`src/rtl/reduce_drain_ctrl_pkg.sv`:
```
// Shared types for the lane-reduction drain scheduler.
// Holds the FSM encoding and the lane-slice helper.
package reduce_drain_ctrl_pkg;

    localparam int NUM_DEF   = 8;
    localparam int WIDTH_DEF = 5;
    localparam int IDX_W_DEF = 3;
    localparam int CNT_W_DEF = 4;

    typedef enum logic [1:0] {
        S_IDLE  = 2'd0,
        S_DRAIN = 2'd1,
        S_DONE  = 2'd2
    } state_e;

    // Lane k lives at bits [k*width +: width] of a packed lane vector.
    function automatic int lane_lo(input int k, input int width);
        return k * width;
    endfunction

endpackage

```
`src/rtl/reduce_drain_ctrl_if.sv`:
```
// Capture/drain bus between lane producers, scheduler and consumer.
// slave is the scheduler side, master is the driving environment.
interface reduce_drain_ctrl_if #(
    parameter int NUM   = 8,
    parameter int WIDTH = 5,
    parameter int IDX_W = 3,
    parameter int CNT_W = 4
);
    logic                 start_i;
    logic [NUM*WIDTH-1:0] data_i;
    logic [NUM-1:0]       rd_i;
    logic                 abort_i;
    logic                 ready_i;
    logic                 valid_o;
    logic [WIDTH-1:0]     data_o;
    logic [IDX_W-1:0]     idx_o;
    logic                 busy_o;
    logic                 done_o;
    logic [CNT_W-1:0]     count_o;

    modport slave (
        input  start_i, data_i, rd_i, abort_i, ready_i,
        output valid_o, data_o, idx_o, busy_o, done_o, count_o
    );

    modport master (
        output start_i, data_i, rd_i, abort_i, ready_i,
        input  valid_o, data_o, idx_o, busy_o, done_o, count_o
    );
endinterface

```
`src/rtl/reduce_drain_ctrl_lowest_set_sel.sv`:
```
// Lowest-index-wins lane picker; all outputs zero on an empty mask.
module lowest_set_sel
    import reduce_drain_ctrl_pkg::*;
#(
    parameter int NUM   = 8,
    parameter int WIDTH = 5,
    parameter int IDX_W = 3
) (
    input  logic [NUM-1:0]       pend,
    input  logic [NUM*WIDTH-1:0] data,
    output logic                 found,
    output logic [IDX_W-1:0]     idx,
    output logic [WIDTH-1:0]     sel
);

    // Scan high to low so the lowest set lane is written last.
    always_comb begin
        found = 1'b0;
        idx   = '0;
        sel   = '0;
        for (int k = NUM - 1; k >= 0; k--) begin
            if (pend[k]) begin
                found = 1'b1;
                idx   = IDX_W'(k);
                sel   = data[lane_lo(k, WIDTH) +: WIDTH];
            end
        end
    end

endmodule

```
`src/rtl/reduce_drain_ctrl.sv`:
```
// Batch drain scheduler: snapshot pending lanes on start, emit them
// lowest index first over valid/ready, then pulse done.
module reduce_drain_ctrl
    import reduce_drain_ctrl_pkg::*;
#(
    parameter int NUM   = NUM_DEF,
    parameter int WIDTH = WIDTH_DEF,
    parameter int IDX_W = IDX_W_DEF,
    parameter int CNT_W = CNT_W_DEF
) (
    input  logic               clk,
    input  logic               rst,
    reduce_drain_ctrl_if.slave bus
);

    state_e               state_q, state_d;
    logic [NUM-1:0]       pend_q, pend_d;
    logic [NUM*WIDTH-1:0] data_q, data_d;
    logic [CNT_W-1:0]     cnt_q, cnt_d;

    logic                 sel_found;
    logic [IDX_W-1:0]     sel_idx;
    logic [WIDTH-1:0]     sel_data;
    logic [NUM-1:0]       sel_mask;
    logic [NUM-1:0]       pend_rest;
    logic                 valid;
    logic                 fire;

    lowest_set_sel #(
        .NUM   (NUM),
        .WIDTH (WIDTH),
        .IDX_W (IDX_W)
    ) u_sel (
        .pend  (pend_q),
        .data  (data_q),
        .found (sel_found),
        .idx   (sel_idx),
        .sel   (sel_data)
    );

    always_ff @(posedge clk) begin
        if (rst) begin
            state_q <= S_IDLE;
            pend_q  <= '0;
            data_q  <= '0;
            cnt_q   <= '0;
        end else begin
            state_q <= state_d;
            pend_q  <= pend_d;
            data_q  <= data_d;
            cnt_q   <= cnt_d;
        end
    end

    assign valid     = (state_q == S_DRAIN) && sel_found;
    assign fire      = valid && bus.ready_i;
    assign sel_mask  = NUM'(1) << sel_idx;
    assign pend_rest = pend_q & ~sel_mask;

    always_comb begin
        state_d = state_q;
        pend_d  = pend_q;
        data_d  = data_q;
        cnt_d   = cnt_q;
        unique case (state_q)
            S_IDLE: begin
                if (bus.start_i) begin
                    data_d  = bus.data_i;
                    pend_d  = bus.rd_i;
                    cnt_d   = '0;
                    state_d = (|bus.rd_i) ? S_DRAIN : S_DONE;
                end
            end
            S_DRAIN: begin
                if (fire) begin
                    pend_d = pend_rest;
                    cnt_d  = cnt_q + CNT_W'(1);
                    if (pend_rest == '0)
                        state_d = S_DONE;
                end
                // A same-cycle transfer still counts; the rest are dropped.
                if (bus.abort_i) begin
                    pend_d  = '0;
                    state_d = S_DONE;
                end
            end
            S_DONE: begin
                state_d = S_IDLE;
            end
            default: begin
                state_d = S_IDLE;
            end
        endcase
    end

    always_comb begin
        bus.valid_o = valid;
        bus.data_o  = valid ? sel_data : '0;
        bus.idx_o   = valid ? sel_idx : '0;
        bus.busy_o  = (state_q == S_DRAIN) || (state_q == S_DONE);
        bus.done_o  = (state_q == S_DONE);
        bus.count_o = cnt_q;
    end

endmodule
```
`src/flat_wrapper.sv`:
```
// flat-port wrapper written by rule: the top's interface ports become plain ports
module reduce_drain_ctrl_flat import reduce_drain_ctrl_pkg::*;
#(
    parameter int NUM   = NUM_DEF,
    parameter int WIDTH = WIDTH_DEF,
    parameter int IDX_W = IDX_W_DEF,
    parameter int CNT_W = CNT_W_DEF
)
  (clk, rst, bus_start_i, bus_data_i, bus_rd_i, bus_abort_i, bus_ready_i, bus_valid_o, bus_data_o, bus_idx_o, bus_busy_o, bus_done_o, bus_count_o);
  reduce_drain_ctrl_if #(.NUM(NUM), .WIDTH(WIDTH), .IDX_W(IDX_W), .CNT_W(CNT_W)) bus_i ();
  input  logic clk;
  input  logic rst;
  input wire logic [$bits(bus_i.start_i)-1:0] bus_start_i;
  input wire logic [$bits(bus_i.data_i)-1:0] bus_data_i;
  input wire logic [$bits(bus_i.rd_i)-1:0] bus_rd_i;
  input wire logic [$bits(bus_i.abort_i)-1:0] bus_abort_i;
  input wire logic [$bits(bus_i.ready_i)-1:0] bus_ready_i;
  output wire logic [$bits(bus_i.valid_o)-1:0] bus_valid_o;
  output wire logic [$bits(bus_i.data_o)-1:0] bus_data_o;
  output wire logic [$bits(bus_i.idx_o)-1:0] bus_idx_o;
  output wire logic [$bits(bus_i.busy_o)-1:0] bus_busy_o;
  output wire logic [$bits(bus_i.done_o)-1:0] bus_done_o;
  output wire logic [$bits(bus_i.count_o)-1:0] bus_count_o;
  assign bus_i.start_i = bus_start_i;
  assign bus_i.data_i = bus_data_i;
  assign bus_i.rd_i = bus_rd_i;
  assign bus_i.abort_i = bus_abort_i;
  assign bus_i.ready_i = bus_ready_i;
  assign bus_valid_o = bus_i.valid_o;
  assign bus_data_o = bus_i.data_o;
  assign bus_idx_o = bus_i.idx_o;
  assign bus_busy_o = bus_i.busy_o;
  assign bus_done_o = bus_i.done_o;
  assign bus_count_o = bus_i.count_o;
  reduce_drain_ctrl #(.NUM(NUM), .WIDTH(WIDTH), .IDX_W(IDX_W), .CNT_W(CNT_W)) u_core (.clk(clk), .rst(rst), .bus(bus_i));
endmodule
```
`config.mk`:
```
export PLATFORM = sky130hd
export DESIGN_NAME = reduce_drain_ctrl_flat
export DESIGN_NICKNAME = d
export VERILOG_FILES = /design/src/rtl/reduce_drain_ctrl_pkg.sv /design/src/rtl/reduce_drain_ctrl_if.sv /design/src/rtl/reduce_drain_ctrl_lowest_set_sel.sv /design/src/rtl/reduce_drain_ctrl.sv /design/src/flat_wrapper.sv
export SDC_FILE = /design/constraint.sdc
export NUM_CORES = 1
export LEC_CHECK = 0
export ABC_AREA = 1
export BUFFER_PORTS_ARGS = -buffer_cell sky130_fd_sc_hd__buf_4
export CAP_MARGIN = 0
export CORE_MARGIN = 1
export CORE_UTILIZATION = 57
export DETAILED_ROUTE_END_ITERATION = 12
export PLACE_DENSITY_LB_ADDON = 0.25
export SETUP_SLACK_MARGIN = 0.2
export SYNTH_ARGS = -nofsm -noshare
export SYNTH_HDL_FRONTEND = slang
export SYNTH_SLANG_ARGS = --single-unit
```
`constraint.sdc`:
```
create_clock -name clk -period 2.25 [get_ports clk]
set_input_delay 0.1125 -clock clk [delete_from_list [all_inputs] [get_ports clk]]
set_output_delay 0.1125 -clock clk [all_outputs]
set_load 0.03 [all_outputs]
```
=== Yosys cells after proc, flatten, opt, wreduce, memory -nomap -nowiden ===
Cells that the tools add are included.

* Register bits after elaboration: 54
* Word-level logic and storage cells: 64

* Add/subtract/negate cells: 1
* Eq/ne operators: 6
* Shift operators: 1
* Mux-type cells: 39
* Bitwise logic cells: 2
* Reductions and logical operators: 11

{| class="wikitable"
|+ Operators with widths
! cell !! count
|-
| $mux W5 || 9
|-
| $mux W3 || 9
|-
| $mux W8 || 3
|-
| $pmux W8 S2 || 1
|-
| $mux W2 || 5
|-
| $reduce_and A3 Y1 || 3
|-
| $and A8 B8 Y8 || 1
|-
| $logic_not A8 Y1 || 1
|-
| $mux W1 || 8
|-
| $mux W4 || 2
|-
| $not A8 Y8 || 1
|-
| $pmux W4 S2 || 1
|-
| $reduce_or A8 Y1 || 1
|-
| $shl A1 B3 Y8 const A || 1
|-
| $ne A3 B2 Y1 const B || 2
|-
| $add A4 B1 Y4 const B || 1
|-
| $pmux W2 S2 || 1
|-
| $eq A2 B1 Y1 const B || 1
|-
| $eq A2 B2 Y1 const B || 1
|-
| $logic_and A1 B1 Y1 || 2
|-
| $logic_not A2 Y1 || 1
|-
| $ne A2 B1 Y1 const B || 1
|-
| $ne A2 B2 Y1 const B || 1
|-
| $reduce_and A2 Y1 || 1
|-
| other kinds (2) || 2
|}

=== Logic depth before layout (Yosys ltp) ===
* Depth in word-level cells: 16
* Mapped depth: 13
* Depth with buffers taken out: 12

=== By module ===
A second synthesis with hierarchy kept.

* Cell total of the unflattened synthesis: 428
* Area, all modules: 2,782.7 sq um

{| class="wikitable"
|+ By module, submodules not included
! module !! instances !! cells each !! area each (sq um) !! seq. area each (sq um)
|-
| reduce_drain_ctrl || 1 || 317 || 2,280.9 || 1,081.0
|-
| lowest_set_sel || 1 || 111 || 501.7 || 0.0
|}

=== Worst setup path after synthesis ===
OpenSTA, ideal clock, no wires.

* Kind: flip-flop to output port
* From: register u_core.state_q[1]
* To: output bus_data_o[0]
* Data arrival time: 1,668 ps
* Data required time: 2,138 ps
* Slack: 469 ps
* Cell stages (with the launch flop): 7
* Path buffers: 0
* Cell sequence: dfxtp_1 > inv_1 > ha_1 > nand2_1 > inv_1 > o21ai_0 > a21oi_1

* Cells in the longest elaborated chain, start to end: 3

{| class="wikitable"
|+ RTL lines
! element !! RTL line !! text
|-
| start, declared || reduce_drain_ctrl.sv:16 || <nowiki>state_e state_q, state_d;</nowiki>
|-
| start signal, assigned || reduce_drain_ctrl.sv:48 || <nowiki>state_q <= state_d;</nowiki>
|-
| $eq A2 B1 Y1 || reduce_drain_ctrl.sv:55 || <nowiki>assign valid = (state_q == S_DRAIN) && sel_found;</nowiki>
|-
| $logic_and A1 B1 Y1 || reduce_drain_ctrl.sv:55 ||
|-
| net bus_valid_o || flat_wrapper.sv:18 || <nowiki>output wire logic [$bits(bus_i.valid_o)-1:0] bus_valid_o;</nowiki>
|-
| $mux W5 || reduce_drain_ctrl.sv:98 || <nowiki>bus.data_o = valid ? sel_data : '0;</nowiki>
|-
| end, declared || flat_wrapper.sv:19 || <nowiki>output wire logic [$bits(bus_i.data_o)-1:0] bus_data_o;</nowiki>
|}

The timed path passes the listed nets, and every way through them passes these cells.

=== Worst setup path after layout ===
* From: register u_core.pend_q[2]
* To: output bus_data_o[1]

* Cells in the longest elaborated chain, start to end: 5
* Elaborated cells between the ends (all ways): 8
* Those cells by class: mux: 7; reduce/logical: 1

{| class="wikitable"
|+ RTL lines
! element !! RTL line !! text
|-
| start, declared || reduce_drain_ctrl.sv:17 || <nowiki>logic [NUM-1:0] pend_q, pend_d;</nowiki>
|-
| start signal, assigned || reduce_drain_ctrl.sv:49 || <nowiki>pend_q <= pend_d;</nowiki>
|-
| $mux W1 (3 in a row) || reduce_drain_ctrl_lowest_set_sel.sv:22 || <nowiki>if (pend[k]) begin</nowiki>
|-
| $logic_and A1 B1 Y1 || reduce_drain_ctrl.sv:55 ||
|-
| $mux W5 (*) || reduce_drain_ctrl.sv:98 ||
|}

Mark *: on every way between the ends. The rest lies on a longest branch, timed or not.

==> results.md <==
- The worst setup slack for register-to-register paths is roughly 0.48 ns.
- The dominant cell by count in the synthesized netlist is nor2_1.
- The max-slew violation count is 0.
- The largest driver fanout on the critical path is 9.
- The share of synthesized area occupied by flip-flops and latches is 40.5%.
- The power spent charging and discharging nets is 2.10 mW.
- The number of DRC markers in iteration 0 is 219.
- The share of synthesized area in the top cell type comes to between 40% and 50%.
- The deepest clock path buffer count is 2.
- The buffers inserted during post-CTS setup optimization is 0.
- After synthesis, the most frequently instantiated cells are 101 x nor2_1, 62 x o21ai_0, 54 x dfxtp_1, 42 x a21oi_1, 34 x nand2_1.
- The share of total power dissipated in the clock network is 14.2%.
- The synthesized design spends more area on one cell type than any other, namely dfxtp_1.
- The fraction of power spent switching nets is 46.4%.
- Yosys attributes the largest share of cell area to dfxtp_1 40%, nor2_1 14%, o21ai_0 12%, a21oi_1 7.9%, nand2_1 4.8%.
- For this run, the total global-route usage over all layers was measured as 27.0%.
- The highest ir drop seen on vdd is 0.686 mV.
- Clock tree synthesis found a total of 54 sinks.
- The clock skew is 0.00522 ns.
- Summed over all cells, the static leakage comes to 1.44 nW.
- The sum of negative setup slack is 0 ns.
- The TritonCTS clock tree is yes.
- In the synthesized netlist the dominant register cell turns out to be dfxtp_1.
- Dividing the detail-routed via count by the number of cells gives 5.45.
- The total of flip-flops plus latches after synthesis is 54.
- For this run, the top clock speed supported by timing is 527 MHz.
- The total global routing overflow is 0.
- The antenna cell count is 0.
- In this run the remaining antenna-violating nets after routing total 0.
- Setup repair after global routing could not meet its margin everywhere.
- The count of unique library cells instantiated by Yosys is 28.
- Yosys printed 0 warnings.
- The run finished with clean final reports.
- The count of unresolved DRC violations after routing is 0.
- The total area inside the core boundary comes to 4410 sq um.
- The number of flops mapped to enable cells by yosys is 0.
- The setup-violating endpoint count in the final report is 0.
- The worst path needs 1.90 ns of the cycle, external delays included.
- The wire length of the first global-routing pass is 10800 um.
- STA puts the critical path data arrival time at 1.78 ns.
- The number of endpoints with negative hold slack in the final report is 0.
- The layout has 380 filler cells.
- After legalization and detailed placement, the total HPWL measured approximately 4700 um.
- Internal power comes to between 2 and 2.5 mW.
- For the worst-skew pair, the clock arrives at the later sink with an insertion delay of approximately 0.31 ns.
- When the netlist entered floorplanning its net count stood at between 400 and 500.
- The share of synthesized registers carrying an async set or reset is 0%.
- Data on the critical path is required at its endpoint by 2.14 ns.
- The power per standard cell area is 1370 nW/um^2.
- Relative to the synthesized area, the layout overhead comes to 23.5%.
- Of the total power, registers draw 33.7%.
- The final layout net count is just over 500.
- The number of antenna violations at the first check in global routing is 0.
- Per report_power, the combinational group accounts for a little over half of the total.
- The number of global-route vias before repair came to 2426.
- The congestion estimate from routability-driven global placement came to 0.835.
- The critical path in this run is classified as register to output pin.
- The overall die width is just over 70 um.
- The routed design has 6360 um of wire.
- Clock-pin slew was measured on the worst setup and hold paths at 0.09 ns.
- The vertical die dimension is ~70 um.
- The max-slew headroom at the worst pin is 59.7%.
- The post-route total power is about 4.5 mW.
- The tool flagged a number of max-cap violations equal to 0.
- The effective utilization at floorplan is between 60% and 70%.
- Buffers placed on the I/O ports in this run total 67.
- The tree is rooted in a clkbuf_8.
- The summed instance area of the synthesized netlist is 2670 sq um.
- The mean area per synthesized cell is 6.85 sq um.
- CTS built an H-tree with a depth of 2.
- The die covers 4960 sq um.
- The worst path uses a little over four fifths of the clock period.
- The synthesized instance count is 390.
- At the pin with the least slew margin, the transition time is 0.603 ns.
- The detailed-route via count is around 2700.
- After detailed routing, the average wire length per cell comes to 12.7 um.
- Of the cells placed in the final design, the portion with a size suffix greater than 1 is 24.9%.
- The tightest min-delay check is of the input port to register type.
- The pin count of the biggest net entering global routing is 51.
- The launching element type of the critical path is a register.
- In this run the core area contains 24 standard-cell rows.
- For this design the top-level I/O count stands at 68.
- STA classifies the critical path endpoint as an output pin.
- Buffers inserted during clock tree synthesis total 5.
- The first-pass iteration count of the detailed router is 7.
[per-stage QoR]
step           area (sq um)  setup slack [ns]  utilization (%)  instances  hold WS [ns]
3_5_place_dp           3160             0.426             71.6        492         0.299
6_report               3300             0.354             74.7        501        0.0471
5_1_grt                3300             0.193             74.7        501        0.0497
2_1_floorplan          2670             0.469                -        390         0.182
3_3_place_gp           3160             0.465             71.6        492         0.299
4_1_cts                3280             0.222             74.3        501        0.0516
[cells by family (layout without fill, tap and decap cells)]
group	after synthesis	in the layout	share of synthesized area, %
buf+inv	41	100	6.84
flops	54	54	40.5
simple gates	171	171	27.3
xor+xnor	2	2	0.656
fa+ha+maj	4	4	1.87
compound gates	118	118	22.9
[flip-flops by register name, indices dropped and copies added, names as in the netlist]
name / flops
u_core.bus.count_o: 4
u_core.state_q: 2
u_core.pend_q: 8
u_core.data_q: 40
[cell usage in the layout (no fill, tap or decap), types with 2 or more instances in the layout]
master / netlist / final
o22ai_1: 5 / 5
dfxtp_1: 54 / 49
o21ai_0: 62 / 62
nand3_1: 17 / 17
clkbuf_8: 0 / 5
dfxtp_4: 0 / 2
inv_2: 8 / 8
a21oi_1: 42 / 42
clkinvlp_4: 0 / 2
nand2_1: 34 / 34
nor2_4: 2 / 2
buf_4: 3 / 70
or2_2: 2 / 2
nor2_2: 3 / 3
o21ai_1: 5 / 5
o21ai_2: 2 / 2
nor2_1: 101 / 101
dfxtp_2: 0 / 3
ha_1: 4 / 3
nand2_2: 7 / 7
inv_1: 12 / 11
xor2_1: 2 / 2
[critical path, cell delays in order (launching register included)]
cell and delay, ns:
dfxtp_1 0.42, inv_2 0.12, nand2_1 0.09, nor2_2 0.05, nand2_2 0.08, nand2_1 0.11, inv_1 0.16, o21ai_0 0.11
a21oi_1 0.15, buf_4 0.18
[per-layer routing]
layer	routed length, um	vias to the layer above	GRT usage (%)	share of wire (%)
li1	-	1400	-	-
met1	2830	1229	35.5	44
met4	19	0	4.67	0.30
met5	0	-	0	0
met2	3130	96	45.7	49
met3	383	4	6.06	6.0
[power groups by stage]
stage | Combinational (mW) | Sequential [mW] | Clock [mW]
6_report | 2.35 | 1.53 | 0.643
5_1_grt | 2.66 | 1.57 | 0.686
4_1_cts | 2.34 | 1.51 | 0.642
3_5_place_dp | 2.33 | 1.52 | 0
3_3_place_gp | 2.30 | 1.51 | 0
2_1_floorplan | 1.86 | 1.41 | 0
[what timing repair did]
action	in CTS	in global routing
resized for setup	2	7
endpoints found under the hold margin	2	0
endpoints found under the setup margin	5	6
hold buffers	1	0
[cell type report]
type | count | area, sq um | share of cell area (%)
multi-input cells | 295 | 1410 | 42.7
inverters | 21 | 85.1 | 2.58
clock buffers | 6 | 72.6 | 2.20
flip-flops and latches | 54 | 1090 | 33.1
repair buffers | 71 | 536 | 16.2
well taps | 52 | 65.1 | 1.97
clock inverters | 2 | 37.5 | 1.14
[final timing paths]
kind,start,endpoint,cells past startpoint
worst max-delay path,u_core.pend_q[2],bus_data_o[1],9
worst min-delay path,bus_data_i[27],u_core.data_q[27],3
worst max register to register,u_core.state_q[0],u_core.data_q[10],6
worst min register to register,u_core.data_q[23],u_core.data_q[23],2
No activity file was read; power rests on OpenSTA's default activity.
